`src/rtl/decode_hazard_ctrl_pkg.sv`:
```
// Shared types and constants for the decode-stage issue/hazard controller.
package decode_hazard_ctrl_pkg;

    localparam int unsigned REG_ID_W = 6;
    localparam int unsigned CNT_W    = 3;

    typedef logic [REG_ID_W-1:0] reg_id_t;

    localparam reg_id_t REG_ZERO = '0;

    typedef struct packed {
        logic    valid;
        reg_id_t rd;
    } sb_entry_t;

    typedef enum logic {
        RUN   = 1'b0,
        FLUSH = 1'b1
    } hz_state_t;

endpackage

```
`src/rtl/decode_hazard_ctrl_if.sv`:
```
// Decode/execute/writeback signals seen by the hazard controller.
interface decode_hazard_ctrl_if;
    import decode_hazard_ctrl_pkg::*;

    logic    dec_valid;
    reg_id_t dec_rs1;
    reg_id_t dec_rs2;
    reg_id_t dec_rd;
    logic    dec_uses_rs1;
    logic    dec_uses_rs2;
    logic    dec_writes_rd;
    logic    ex_busy;
    logic    redirect;
    logic    wb_write_en;
    reg_id_t wb_write_id;
    logic    issue;
    logic    stall_fetch;
    logic    stall_decode;
    logic    flush_decode;
    logic    sb_error;

    modport master (
        output dec_valid, dec_rs1, dec_rs2, dec_rd,
        output dec_uses_rs1, dec_uses_rs2, dec_writes_rd,
        output ex_busy, redirect, wb_write_en, wb_write_id,
        input  issue, stall_fetch, stall_decode, flush_decode, sb_error
    );

    modport slave (
        input  dec_valid, dec_rs1, dec_rs2, dec_rd,
        input  dec_uses_rs1, dec_uses_rs2, dec_writes_rd,
        input  ex_busy, redirect, wb_write_en, wb_write_id,
        output issue, stall_fetch, stall_decode, flush_decode, sb_error
    );

endinterface

```
`src/rtl/decode_hazard_ctrl_hazard_scoreboard.sv`:
```
// In-flight destination scoreboard: stage shift register, RAW match and
// writeback consistency check.
module decode_hazard_ctrl_hazard_scoreboard
    import decode_hazard_ctrl_pkg::*;
#(
    parameter int unsigned DEPTH     = 3,
    parameter int unsigned WB_BYPASS = 1
) (
    input  logic      clk,
    input  logic      reset_n,
    input  logic      ex_busy,
    input  sb_entry_t new_entry,
    input  logic      dec_valid,
    input  reg_id_t   dec_rs1,
    input  reg_id_t   dec_rs2,
    input  logic      dec_uses_rs1,
    input  logic      dec_uses_rs2,
    input  logic      wb_write_en,
    input  reg_id_t   wb_write_id,
    output logic      haz_c,
    output logic      sb_error
);

    localparam int unsigned CHECK = DEPTH - WB_BYPASS;

    sb_entry_t [DEPTH-1:0] entry_q;
    logic [CHECK-1:0]      hit1;
    logic [CHECK-1:0]      hit2;
    logic                  match1;
    logic                  match2;
    logic                  wb_bad_c;
    sb_entry_t             wb_entry;

    // Entries advance one stage per edge unless execute is frozen.
    always_ff @(posedge clk or negedge reset_n) begin
        if (!reset_n) begin
            entry_q <= '0;
        end else if (!ex_busy) begin
            entry_q <= {entry_q[DEPTH-2:0], new_entry};
        end
    end

    for (genvar g = 0; g < CHECK; g++) begin : g_hit
        assign hit1[g] = entry_q[g].valid && (entry_q[g].rd == dec_rs1);
        assign hit2[g] = entry_q[g].valid && (entry_q[g].rd == dec_rs2);
    end

    assign match1 = (dec_rs1 != REG_ZERO) && (|hit1);
    assign match2 = (dec_rs2 != REG_ZERO) && (|hit2);
    assign haz_c  = dec_valid && ((dec_uses_rs1 && match1) || (dec_uses_rs2 && match2));

    // The oldest entry must line up exactly with the register file write.
    assign wb_entry = entry_q[DEPTH-1];
    assign wb_bad_c = (wb_entry.valid && (!wb_write_en || (wb_write_id != wb_entry.rd)))
                   || (wb_write_en && !wb_entry.valid);

    always_ff @(posedge clk or negedge reset_n) begin
        if (!reset_n) begin
            sb_error <= 1'b0;
        end else if (!ex_busy && wb_bad_c) begin
            sb_error <= 1'b1;
        end
    end

endmodule

```
`src/rtl/decode_hazard_ctrl.sv`:
```
// Decode issue controller: RAW stall, multi-cycle freeze and redirect flush
// sequencing for the fetch/decode pipeline registers.
module decode_hazard_ctrl
    import decode_hazard_ctrl_pkg::*;
#(
    parameter int unsigned DEPTH        = 3,
    parameter int unsigned WB_BYPASS    = 1,
    parameter int unsigned FLUSH_CYCLES = 2
) (
    input logic                 clk,
    input logic                 reset_n,
    decode_hazard_ctrl_if.slave bus
);

    localparam logic [CNT_W-1:0] CNT_LOAD = CNT_W'(FLUSH_CYCLES - 1);

    hz_state_t        state_q;
    hz_state_t        state_d;
    logic [CNT_W-1:0] cnt_q;
    logic [CNT_W-1:0] cnt_d;
    logic             haz_c;
    logic             issue_c;
    logic             stall_c;
    logic             flush_c;
    sb_entry_t        new_entry;
    logic             sb_error;

    assign new_entry.valid = issue_c && bus.dec_writes_rd && (bus.dec_rd != REG_ZERO);
    assign new_entry.rd    = bus.dec_rd;

    decode_hazard_ctrl_hazard_scoreboard #(
        .DEPTH     (DEPTH),
        .WB_BYPASS (WB_BYPASS)
    ) u_sb (
        .clk          (clk),
        .reset_n      (reset_n),
        .ex_busy      (bus.ex_busy),
        .new_entry    (new_entry),
        .dec_valid    (bus.dec_valid),
        .dec_rs1      (bus.dec_rs1),
        .dec_rs2      (bus.dec_rs2),
        .dec_uses_rs1 (bus.dec_uses_rs1),
        .dec_uses_rs2 (bus.dec_uses_rs2),
        .wb_write_en  (bus.wb_write_en),
        .wb_write_id  (bus.wb_write_id),
        .haz_c        (haz_c),
        .sb_error     (sb_error)
    );

    always_ff @(posedge clk or negedge reset_n) begin
        if (!reset_n) begin
            state_q <= RUN;
            cnt_q   <= '0;
        end else begin
            state_q <= state_d;
            cnt_q   <= cnt_d;
        end
    end

    // Redirect outranks the execute freeze, which outranks the RAW hazard.
    always_comb begin
        state_d = state_q;
        cnt_d   = cnt_q;
        issue_c = 1'b0;
        stall_c = 1'b0;
        flush_c = 1'b0;
        case (state_q)
            RUN: begin
                flush_c = bus.redirect;
                issue_c = bus.dec_valid && !haz_c && !bus.ex_busy && !bus.redirect;
                stall_c = (haz_c || bus.ex_busy) && !bus.redirect;
                if (bus.redirect) begin
                    state_d = FLUSH;
                    cnt_d   = CNT_LOAD;
                end
            end
            FLUSH: begin
                flush_c = 1'b1;
                if (bus.redirect) begin
                    cnt_d = CNT_LOAD;
                end else if (cnt_q == '0) begin
                    state_d = RUN;
                end else begin
                    cnt_d = cnt_q - CNT_W'(1);
                end
            end
            default: begin
                state_d = RUN;
                cnt_d   = '0;
            end
        endcase
    end

    // Pipeline controls are forced low the moment reset is asserted.
    assign bus.issue        = issue_c && reset_n;
    assign bus.stall_fetch  = stall_c && reset_n;
    assign bus.stall_decode = stall_c && reset_n;
    assign bus.flush_decode = flush_c && reset_n;
    assign bus.sb_error     = sb_error;

endmodule

```
`src/flat_wrapper.sv`:
```
// flat-port wrapper written by rule: the top's interface ports become plain ports
module decode_hazard_ctrl_flat import decode_hazard_ctrl_pkg::*;
#(
    parameter int unsigned DEPTH        = 3,
    parameter int unsigned WB_BYPASS    = 1,
    parameter int unsigned FLUSH_CYCLES = 2
)
  (clk, reset_n, bus_dec_valid, bus_dec_rs1, bus_dec_rs2, bus_dec_rd, bus_dec_uses_rs1, bus_dec_uses_rs2, bus_dec_writes_rd, bus_ex_busy, bus_redirect, bus_wb_write_en, bus_wb_write_id, bus_issue, bus_stall_fetch, bus_stall_decode, bus_flush_decode, bus_sb_error);
  decode_hazard_ctrl_if bus_i ();
  input logic clk;
  input logic reset_n;
  input wire logic [$bits(bus_i.dec_valid)-1:0] bus_dec_valid;
  input wire logic [$bits(bus_i.dec_rs1)-1:0] bus_dec_rs1;
  input wire logic [$bits(bus_i.dec_rs2)-1:0] bus_dec_rs2;
  input wire logic [$bits(bus_i.dec_rd)-1:0] bus_dec_rd;
  input wire logic [$bits(bus_i.dec_uses_rs1)-1:0] bus_dec_uses_rs1;
  input wire logic [$bits(bus_i.dec_uses_rs2)-1:0] bus_dec_uses_rs2;
  input wire logic [$bits(bus_i.dec_writes_rd)-1:0] bus_dec_writes_rd;
  input wire logic [$bits(bus_i.ex_busy)-1:0] bus_ex_busy;
  input wire logic [$bits(bus_i.redirect)-1:0] bus_redirect;
  input wire logic [$bits(bus_i.wb_write_en)-1:0] bus_wb_write_en;
  input wire logic [$bits(bus_i.wb_write_id)-1:0] bus_wb_write_id;
  output wire logic [$bits(bus_i.issue)-1:0] bus_issue;
  output wire logic [$bits(bus_i.stall_fetch)-1:0] bus_stall_fetch;
  output wire logic [$bits(bus_i.stall_decode)-1:0] bus_stall_decode;
  output wire logic [$bits(bus_i.flush_decode)-1:0] bus_flush_decode;
  output wire logic [$bits(bus_i.sb_error)-1:0] bus_sb_error;
  assign bus_i.dec_valid = bus_dec_valid;
  assign bus_i.dec_rs1 = bus_dec_rs1;
  assign bus_i.dec_rs2 = bus_dec_rs2;
  assign bus_i.dec_rd = bus_dec_rd;
  assign bus_i.dec_uses_rs1 = bus_dec_uses_rs1;
  assign bus_i.dec_uses_rs2 = bus_dec_uses_rs2;
  assign bus_i.dec_writes_rd = bus_dec_writes_rd;
  assign bus_i.ex_busy = bus_ex_busy;
  assign bus_i.redirect = bus_redirect;
  assign bus_i.wb_write_en = bus_wb_write_en;
  assign bus_i.wb_write_id = bus_wb_write_id;
  assign bus_issue = bus_i.issue;
  assign bus_stall_fetch = bus_i.stall_fetch;
  assign bus_stall_decode = bus_i.stall_decode;
  assign bus_flush_decode = bus_i.flush_decode;
  assign bus_sb_error = bus_i.sb_error;
  decode_hazard_ctrl #(.DEPTH(DEPTH), .WB_BYPASS(WB_BYPASS), .FLUSH_CYCLES(FLUSH_CYCLES)) u_core (.clk(clk), .reset_n(reset_n), .bus(bus_i));
endmodule
```
`config.mk`:
```
export PLATFORM = sky130hd
export DESIGN_NAME = decode_hazard_ctrl_flat
export DESIGN_NICKNAME = d
export VERILOG_FILES = /design/src/rtl/decode_hazard_ctrl_pkg.sv /design/src/rtl/decode_hazard_ctrl_if.sv /design/src/rtl/decode_hazard_ctrl_hazard_scoreboard.sv /design/src/rtl/decode_hazard_ctrl.sv /design/src/flat_wrapper.sv
export SDC_FILE = /design/constraint.sdc
export NUM_CORES = 1
export LEC_CHECK = 0
export ABC_AREA = 1
export BUFFER_PORTS_ARGS = -buffer_cell sky130_fd_sc_hd__buf_2
export CORE_ASPECT_RATIO = 1.75
export CORE_MARGIN = 5
export CORE_UTILIZATION = 52
export CTS_CLUSTER_SIZE = 16
export DETAILED_ROUTE_END_ITERATION = 8
export PLACE_DENSITY = 0.84
export RECOVER_POWER = 100
export SYNTH_ARGS = -nofsm -noshare
export SYNTH_HDL_FRONTEND = slang
export SYNTH_SLANG_ARGS = --single-unit
```
`constraint.sdc`:
```
create_clock -name clk -period 2 [get_ports clk]
set_clock_uncertainty 0.05 [all_clocks]
set_input_delay 0.2 -clock clk [delete_from_list [all_inputs] [get_ports clk]]
set_output_delay 0.2 -clock clk [all_outputs]
set_load 0.1 [all_outputs]
```
Yosys cells after proc, flatten, opt, wreduce, memory -nomap -nowiden. Index checks and enable logic that the tools add are counted.

Input bits: 33. Register bits: 26. Output and inout bits: 5. Word-level logic and storage cells: 66.

Multiplexer cells: 11. Add/sub/neg operators: 1. Reduce and logical (&&, ||, !) cells: 37. Bitwise logic cells: 1. Equality and inequality tests: 7.

Operators by type and width (number): 6-bit == test (4); 1-bit logical AND (21); 6-bit nonzero test (3); 3-bit 2-to-1 mux (3); 6-bit != test (1); 3-bit case mux with 2 select lines (1); 1-bit logical NOT (5); 1-bit 2-to-1 mux (5); 1-bit logical OR (4); 1-bit case mux with 2 select lines (2); 2-bit OR reduction (2); 3-bit logical NOT (1); 3-bit != test, second input constant (1); 3-bit by 1-bit subtractor with 3-bit output, second input constant (1); 2-bit != test, second input constant (1); 2-bit AND reduction (1); 1-bit NOT (1).

Longest topological paths before layout. Gate-level depths: netlist of run 1.

Word-level depth: 14. Mapped depth: 13. Mapped depth without buffers: 13.

Hierarchy. From an unflattened synthesis of run 1, not the netlist that was laid out.

Cells, all modules: 260. Area, all modules: 1669.1 µm².

Modules (own cells, without submodules): decode_hazard_ctrl_hazard_scoreboard (instances 1, cells each 211, area an instance 1361.3 µm², seq. area each 550.5 µm²); decode_hazard_ctrl (instances 1, cells each 49, area an instance 307.8 µm², seq. area each 100.1 µm²).

Least setup slack after synthesis of run 1. OpenSTA, ideal clock, no wires.

Path type: reg-to-output. Start point: reg u_core.u_sb.entry_q[3] in the netlist's numbering. End point: out bus_stall_fetch. Path buffers: 1. Stages on the path, launching flop included: 13. Data required time: 1750 ps. Setup slack: -569 ps. Data arrival time: 2319 ps. Cell sequence: dfrtp_1 -> inv_1 -> nor2_1 -> nor2_1 -> nand2_1 -> nor2_1 -> nand2_1 -> nand2_1 -> nand2_1 -> nand2_1 -> nand2_1 -> a21oi_2 -> buf_4.

Word-level cells in the longest chain between the ends: 11. Elaborated cells between the ends (all ways): 16. Those cells by class: 2 x eq/ne; 1 x mux; 13 x reduce/logical.

Ends and longest elaborated chain: from (decl) (line decode_hazard_ctrl_hazard_scoreboard.sv:26) `sb_entry_t [DEPTH-1:0] entry_q;`; from (signal assigned) (line decode_hazard_ctrl_hazard_scoreboard.sv:39) `entry_q <= {entry_q[DEPTH-2:0], new_entry};`; 6-bit == test (on tied branches) (line decode_hazard_ctrl_hazard_scoreboard.sv:44, decode_hazard_ctrl_hazard_scoreboard.sv:45); 1-bit logical AND (on tied branches) (line decode_hazard_ctrl_hazard_scoreboard.sv:44, decode_hazard_ctrl_hazard_scoreboard.sv:45); 2-bit OR reduction (on tied branches) (line decode_hazard_ctrl_hazard_scoreboard.sv:48, decode_hazard_ctrl_hazard_scoreboard.sv:49); 1-bit logical AND (on tied branches) (line decode_hazard_ctrl_hazard_scoreboard.sv:48, decode_hazard_ctrl_hazard_scoreboard.sv:49); 1-bit logical AND (line decode_hazard_ctrl_hazard_scoreboard.sv:50) `assign haz_c = dec_valid && ((dec_uses_rs1 && match1) || (dec_uses_rs2 && match2));`; 1-bit logical OR * (line decode_hazard_ctrl_hazard_scoreboard.sv:50); 1-bit logical AND * (line decode_hazard_ctrl_hazard_scoreboard.sv:50); 1-bit logical OR * (line decode_hazard_ctrl.sv:71) `stall_c = (haz_c || bus.ex_busy) && !bus.redirect;`; 1-bit logical AND * (line decode_hazard_ctrl.sv:71); 1-bit 2-to-1 mux * (line decode_hazard_ctrl.sv:67) `case (state_q)`; 1-bit logical AND *; to (decl) (line flat_wrapper.sv:24) `output wire logic [$bits(bus_i.stall_fetch)-1:0] bus_stall_fetch;`.

Mark *: on every way between the ends. The rest lies on a longest branch, timed or not.

Worst setup path after layout of run 1.
Start point: reg u_core.u_sb.entry_q[11] in the netlist's numbering. End point: out bus_stall_fetch.

Word-level cells in the longest chain between the ends: 11. Elaborated cells between the ends (all ways): 16. Those cells by class: 2 x eq/ne; 1 x mux; 13 x reduce/logical.

Ends and longest elaborated chain: 6-bit == test (on tied branches) (line decode_hazard_ctrl_hazard_scoreboard.sv:44, decode_hazard_ctrl_hazard_scoreboard.sv:45); 1-bit logical AND (on tied branches) (line decode_hazard_ctrl_hazard_scoreboard.sv:44, decode_hazard_ctrl_hazard_scoreboard.sv:45); 2-bit OR reduction (on tied branches) (line decode_hazard_ctrl_hazard_scoreboard.sv:48, decode_hazard_ctrl_hazard_scoreboard.sv:49); 1-bit logical AND (on tied branches) (line decode_hazard_ctrl_hazard_scoreboard.sv:48, decode_hazard_ctrl_hazard_scoreboard.sv:49); 1-bit logical AND (line decode_hazard_ctrl_hazard_scoreboard.sv:50); 1-bit logical OR * (line decode_hazard_ctrl_hazard_scoreboard.sv:50); 1-bit logical AND * (line decode_hazard_ctrl_hazard_scoreboard.sv:50); 1-bit logical OR * (line decode_hazard_ctrl.sv:71); 1-bit logical AND * (line decode_hazard_ctrl.sv:71); 1-bit 2-to-1 mux * (line decode_hazard_ctrl.sv:67); 1-bit logical AND * (line decode_hazard_ctrl.sv:96) `assign bus.stall_fetch = stall_c && reset_n;`.

Marks and branches as above.

==> results of run 1 <==
==> logic make-up after synthesis <==
group,after synthesis
simple gates,129
fa+ha+maj,2
compound gates,36
buf+inv,54
xor+xnor,4
flops,26
==> flip-flops by register name (all words and copies together), names as in the netlist <==
name	cells
u_core.state_q	1
u_core.u_sb.sb_error	1
u_core.u_sb.entry_q	21
u_core.cnt_q	3
==> metrics by stage <==
step	setup WS (ps)	power, mW	hold slack [ps]
floorplan	-63.52	0.9400	-145.6
global placement	262.1	1.066	234.9
detailed placement	229.6	1.086	235.3
CTS	-39.35	1.446	86.58
global route	-241.6	1.560	92.37
finish	-99.31	1.464	89.93
==> repair_timing <==
item / 4_1_cts / 5_1_grt
buffers inserted: 2 / 4
setup endpoints to repair: 3 / 3
pin swaps: 1 / 1
hold buffers: 1 / 0
hold endpoints to repair: 26 / 0
resized for setup: 2 / 4
==> metal layers <==
| metal | vias up | part of all wire | track usage |
|---|---|---|---|
| met5 | - | 0 | 0 |
| met4 | 0 | 0.072 | 0.1372 |
| met3 | 25 | 0.034 | 0.03220 |
| met2 | 53 | 0.53 | 0.3824 |
| met1 | 764 | 0.36 | 0.2078 |
| li1 | 857 | - | - |
==> layout by cell type, fill, tap and decap left out, types with 2 or more instances in the layout <==
| cell type | n |
|---|---|
| a21oi_1 | 4 |
| buf_12 | 3 |
| buf_2 | 34 |
| buf_4 | 9 |
| clkbuf_8 | 4 |
| clkinv_1 | 3 |
| dfrtp_1 | 26 |
| ha_1 | 2 |
| inv_1 | 35 |
| inv_2 | 11 |
| nand2_1 | 94 |
| nand2_2 | 4 |
| nand3_1 | 12 |
| nor2_1 | 13 |
| nor2_2 | 2 |
| o21ai_0 | 24 |
| o22ai_1 | 5 |
| xor2_1 | 3 |
==> final cells by class <==
class                      instances  area (um^2)  share of cell area
timing repair buffer              47        307.8              0.1507
inverter                          49        183.9             0.09007
tap                               43        53.80             0.02635
clock buffer                       4        55.05             0.02696
sequential                        26        650.6              0.3186
multi-input combinational        171        790.8              0.3873
==> power breakdown <==
group	total, mW	internal (mW)	switching (mW)	leakage [nW]
combinational	0.457	0.169	0.288	0.778
clock	0.356	0.177	0.179	0.0288
sequential	0.651	0.596	0.0544	0.322
==> critical path: cells and delay by family, from the launching register on <==
| family | cells | cell delay, ps |
|---|---|---|
| simple gates | 9 | 640 |
| flops | 1 | 420 |
| compound gates | 1 | 220 |
| buf+inv | 2 | 290 |
==> path summary, 6_finish.rpt <==
path                                                            to  slack, ps  cells past startpoint
min in group asynchronous       u_core.u_sb.entry_q[0]$_DFFE_PN0N_        470                      3
worst min-delay path            u_core.u_sb.entry_q[0]$_DFFE_PN0N_         90                      3
worst max register to register  u_core.u_sb.entry_q[6]$_DFFE_PN0N_        590                     12
worst min register to register    u_core.u_sb.sb_error$_DFFE_PN0P_        440                      2
worst max-delay path                               bus_stall_fetch       -100                     12
max in group asynchronous       u_core.u_sb.entry_q[3]$_DFFE_PN0N_       1180                      3
==> impl_metrics.py, run 1 <==
metrics = {
    "setup_path": {
        "timing.critical_path.mode_cell": "nand2_1",
        "startpoint_type": "register",
        "r2r_start": "u_core.u_sb.entry_q[11]$_DFFE_PN0N_",
        "worstSetupPathType": "register to output pin",
        "cp-end-kind": "output pin",
        "critical-path-slowest-cell": "dfrtp_1",
        "cp.required_ps": 1750,
        "worstPathCellList": "inv_2 -> nand2_1 -> nand2_1 -> nand2_1 -> nor2_2 -> nand2_1 -> nand2_1 -> nand2_1 -> nand2_2 -> nand2_2 -> a21oi_4 -> buf_12",
        "cp.arrival_ps": 1850,
        "crit_fanout": 4,
        "max_stage_delay_ps": 420,
        "worstSetupStartpoint": "u_core.u_sb.entry_q[11]$_DFFE_PN0N_",
    },
    "layout": {
        "area_growth_pct": 25.25,
        "fin_nets": 333,
        "antenna_cells": 0,
        "fillers": 283,
        "fin_area_um2": 2042,
        "drive_gt1_frac": 0.2323,
        "fin_cells": 340,
        "postLayoutCoreUtil": 0.6642,
    },
    "synthesis": {
        "synthesis.instances": 251,
        "synth_top_family_by_area": "simple AND/OR/NAND/NOR gates",
        "synth_top_area_cell": "dfrtp_1",
        "synth_fp_nets": 286,
        "yosysTopAreaCellShare": 0.3991,
        "muxShareOfSynthArea": 0,
        "yosysWarnings": 0,
        "netlist-cell-type-count": 24,
        "async_flop_share": 1.000,
        "postSynthAreaPerCell_um2": 6.495,
        "ys_ff_latch": 26,
        "yosysMostFrequentCell": "nand2_1",
        "synth-main-ff-cell": "dfrtp_1",
        "ys_top_cells_by_count": "nand2_1 (97), inv_1 (40), dfrtp_1 (26)",
        "synthXorXnorAreaFrac": 0.02149,
        "synth_area_leaders": "dfrtp_1 (40%), nand2_1 (22%), inv_1 (9.2%)",
        "synth_edf_count": 0,
        "synth-seq-area-share": 0.3991,
        "yosys.area_share.adder": 0.01535,
        "synth-simple-area-share": 0.3131,
        "synth_area_um2": 1630,
        "synth_compound_area_frac": 0.1197,
    },
    "pwr": {
        "power.leakage_nw": 1.129,
        "peakVddDrop_mv": 0.5912,
        "p_per_area_nw_per_um2": 716.8,
    },
    "outcome": {
        "violations": "negative setup slack",
        "outcome": "complete, but fails checks",
    },
    "timing": {
        "setup_viol": 3,
        "slew_headroom": 0.6794,
        "period_needed_ps": 2099,
        "period_share": 1.050,
        "tightest_slew_ps": 484.3,
        "hold_viol": 0,
        "rsz0062_at_grt": "yes",
        "fin_ws_ps": -99.31,
        "fmaxAchievable_ghz": 0.4763,
        "finalMaxSlewViolations": 0,
        "totalNegativeSetupSlack_ps": -221.9,
    },
    "clocking": {
        "ctsRootBufferMaster": "clkbuf_8",
        "cts_tree": "done",
        "clk_path_buf_depth": 2,
        "cts_max_level": 1,
        "cts_sinks": 26,
        "cts_buffers": 3,
        "clk_pin_slew_ps": 90,
        "clkLatencyLatePin_ps": 280,
    },
    "die": {
        "core-area_um2": 3074,
        "die_w_um": 52.33,
        "io_pins": 38,
        "rows": 27,
        "initial_utilization": 0.5303,
        "die_area_um2": 4399,
        "die_y_um": 84.07,
    },
    "drt": {
        "drc": 0,
        "avgRoutedWirePerCell_um": 13.05,
        "drtAntennaViolNets": 0,
        "drtIter0Drc": 52,
        "vias": 1699,
        "first_pass_iters": 4,
        "viasPerCell": 4.997,
        "wl_mm": 4.437,
    },
    "global_routing": {
        "grt_start_max_net_pins": 32,
        "track_usage": 0.2116,
        "overflow": 0,
        "grt_pass1_vias": 1682,
        "antenna_found_initial": 0,
        "grt_pass1_wl_mm": 7.038,
    },
    "placement": {
        "port_buffers": 37,
        "hpwl_mm": 3.299,
        "gp_congestion": 0.9682,
        "place_inst": 329,
        "placed_area_um2": 1924,
    },
    "flow_run": {
        "maxCapViolCount": 0,
    },
    "worst_hold_path": {
        "hold_class": "input port to register",
        "min_from": "bus_dec_rd[0]",
    },
}
(Power assumes the default switching activity.)
==> inputs of run 2 (changes only) <==
- PLACE_DENSITY: 0.84 -> 0.89
- SETUP_SLACK_MARGIN: not set -> 0.1
==> run 2 against run 1 <==
  * Global-route usage down 0.51 points
  * Maximum frequency down 1.9%
  * First-iteration DRC count up 71%
  * Clock power about the same
  * Combinational power down 4%
  * Sequential power about the same
  * Hold slack worse by 1.5 ps
  * Wire length down 3.4%
  * Via count down 1.5%
  * Largest power group unchanged
  * The run still ends with negative setup slack left
  * Sequential cell count unchanged
  * Worst setup slack worse by 41 ps
  * Sequential share of layout area up 0.16 points
==> impl_metrics.py, run 2 (synthesis gave the netlist of run 1 again) <==
metrics = {
    "outcome": {
        "outcome": "complete, but fails checks",
        "violations": "negative setup slack",
    },
    "timing": {
        "rsz0062_at_grt": "yes",
        "period_needed_ps": 2141,
        "tightest_slew_ps": 484.6,
        "fmaxAchievable_ghz": 0.4672,
        "fin_ws_ps": -140.6,
        "period_share": 1.070,
        "slew_headroom": 0.6791,
        "setup_viol": 2,
        "finalMaxSlewViolations": 0,
        "hold_viol": 0,
    },
    "global_routing": {
        "grt_start_max_net_pins": 32,
        "grt_pass1_wl_mm": 6.975,
        "overflow": 0,
        "grt_pass1_vias": 1661,
        "track_usage": 0.2065,
        "antenna_found_initial": 0,
    },
    "die": {
        "die_y_um": 84.07,
        "initial_utilization": 0.5303,
        "core-area_um2": 3074,
        "die_area_um2": 4399,
        "io_pins": 38,
        "die_w_um": 52.33,
        "rows": 27,
    },
    "layout": {
        "largestRegisters": "u_core.u_sb.entry_q x21, u_core.cnt_q x3",
        "regArea_um2": 651.9,
        "top_register": "u_core.u_sb.entry_q",
        "fin_nets": 331,
        "area_growth_pct": 24.87,
        "fillers": 275,
        "layout_common_cells": "nand2_1 (92), inv_1 (35), buf_2 (34), dfrtp_1 (25), o21ai_0 (24)",
        "largest_register_ffs": 21,
        "drive_gt1_frac": 0.2407,
        "fin_cells": 338,
        "multiInputGateArea_um2": 798.3,
        "antenna_cells": 0,
        "layout_commonest_cell": "nand2_1",
    },
    "clocking": {
        "clk_path_buf_depth": 2,
        "clkLatencyLatePin_ps": 280,
        "clk_pin_slew_ps": 90,
        "cts_tree": "done",
        "ctsRootBufferMaster": "clkbuf_8",
        "cts_sinks": 26,
        "cts_buffers": 3,
        "cts_max_level": 1,
    },
    "setup_path": {
        "cp.required_ps": 1750,
        "worstSetupPathType": "register to output pin",
        "crit_cells": 11,
        "path_delay_family": "simple AND/OR/NAND/NOR gates",
        "r2r_end": "u_core.u_sb.entry_q[6]$_DFFE_PN0N_",
        "cp-end-kind": "output pin",
        "worstSetupStartpoint": "u_core.u_sb.entry_q[8]$_DFFE_PN0N_",
        "startpoint_type": "register",
        "path_buf_inv": 2,
        "r2r_cells": 11,
        "worstPathCellList": "inv_2 -> nand2_2 -> nand3_1 -> nor2_2 -> nand2_1 -> nand2_1 -> nand2_1 -> nand2_2 -> nand2_2 -> a21oi_4 -> buf_12",
        "max_stage_delay_ps": 430,
        "reg2reg_slack_ps": 560,
        "r2r_start": "u_core.u_sb.entry_q[8]$_DFFE_PN0N_",
        "critical-path-slowest-cell": "dfrtp_1",
        "worstSetupEndpoint": "bus_stall_fetch",
        "cp.arrival_ps": 1890,
        "crit_fanout": 4,
    },
    "placement": {
        "port_buffers": 37,
        "hpwl_mm": 3.225,
        "gp_congestion": 0.8871,
        "place_inst": 329,
    },
    "pwr": {
        "comb_power_share": 0.305,
        "p_per_area_nw_per_um2": 709.6,
        "finalPower_mw": 1.445,
        "power.leakage_nw": 1.118,
        "clockPowerShare": 0.246,
        "peakVddDrop_mv": 0.6769,
        "p_int_uw": 935.5,
        "p_seq_frac": 0.450,
        "switching_share": 0.3524,
        "p_sw_uw": 509.1,
    },
    "drt": {
        "drtAntennaViolNets": 0,
        "wl_mm": 4.288,
        "first_pass_iters": 4,
        "drc": 0,
        "viasPerCell": 4.950,
        "drtIter0Drc": 89,
        "avgRoutedWirePerCell_um": 12.69,
        "vias": 1673,
    },
    "worst_hold_path": {
        "hold_class": "input port to register",
        "hold_path_depth": 3,
        "min_from": "bus_dec_rd[3]",
    },
    "flow_run": {
        "maxCapViolCount": 0,
    },
}
[run 2: cell count changes in the layout (fill, tap and decap cells not counted), sizes merged]
| cell | change |
|---|---|
| buf | -2 |
[run 2: worst min path at each step]
| stage | end | slack, ps |
|---|---|---|
| global route | u_core.u_sb.entry_q[1]$_DFFE_PN0N_ | 110 |
| detailed placement | u_core.u_sb.entry_q[16]$_DFFE_PN0N_ | 250 |
| CTS | u_core.u_sb.entry_q[3]$_DFFE_PN0N_ | 90 |
| global placement | u_core.u_sb.entry_q[16]$_DFFE_PN0N_ | 250 |
| finish | u_core.u_sb.entry_q[3]$_DFFE_PN0N_ | 90 |
| floorplan | u_core.cnt_q[0]$_DFFE_PN0P_ | -150 |
[run 2: final cells by class]
type | count | area share
multi-input combinational | 171 | 0.3921
sequential | 26 | 0.3202
timing repair buffer | 45 | 0.1438
inverter | 49 | 0.09035
clock buffer | 4 | 0.02704
tap | 43 | 0.02643
[run 2: repair_timing]
action | 4_1_cts | 5_1_grt
pin swaps | 1 | 11
hold buffers | 1 | 0
setup endpoints to repair | 3 | 3
gates resized for setup | 2 | 7
endpoints found under the hold margin | 26 | 0
buffers inserted | 1 | 3
[run 2: power by group through the flow]
stage	sequential, mW	combinational, mW	clock (mW)
finish	0.650	0.440	0.355
global route	0.659	0.507	0.378
CTS	0.646	0.430	0.354
detailed placement	0.657	0.422	0
global placement	0.652	0.412	0
floorplan	0.645	0.297	0
[run 2: metrics by stage]
| step | area [um^2] | util | hold WS [ps] | TNS, ps | worst slack [ps] |
|---|---|---|---|---|---|
| finish | 2036 | 0.6622 | 88.41 | -281.1 | -140.6 |
| global route | 2036 | 0.6622 | 108.6 | -588.8 | -220.9 |
| CTS | 2002 | 0.6512 | 94.49 | -109.6 | -55.00 |
| detailed placement | 1927 | 0.6268 | 250.9 | 0 | 257.2 |
| global placement | 1927 | 0.6268 | 248.1 | 0 | 252.5 |
| floorplan | 1663 | - | -145.6 | -63.52 | -63.52 |
[run 2: tightest hold or removal path: cells and delay by family]
| kind | cells | cell delay, ps |
|---|---|---|
| buf+inv | 1 | 90 |
| compound gates | 1 | 60 |
| simple gates | 1 | 50 |
[run 2: metal layers]
metal  global-route usage  vias up  wire length [um]  share of wire
li1                     -      853                 -              -
met1               0.2221      743              1541           0.36
met5                    0        -                 0              0
met2               0.3756       62              2301           0.54
met4               0.1000        0               204          0.048
met3              0.02326       15               241          0.056
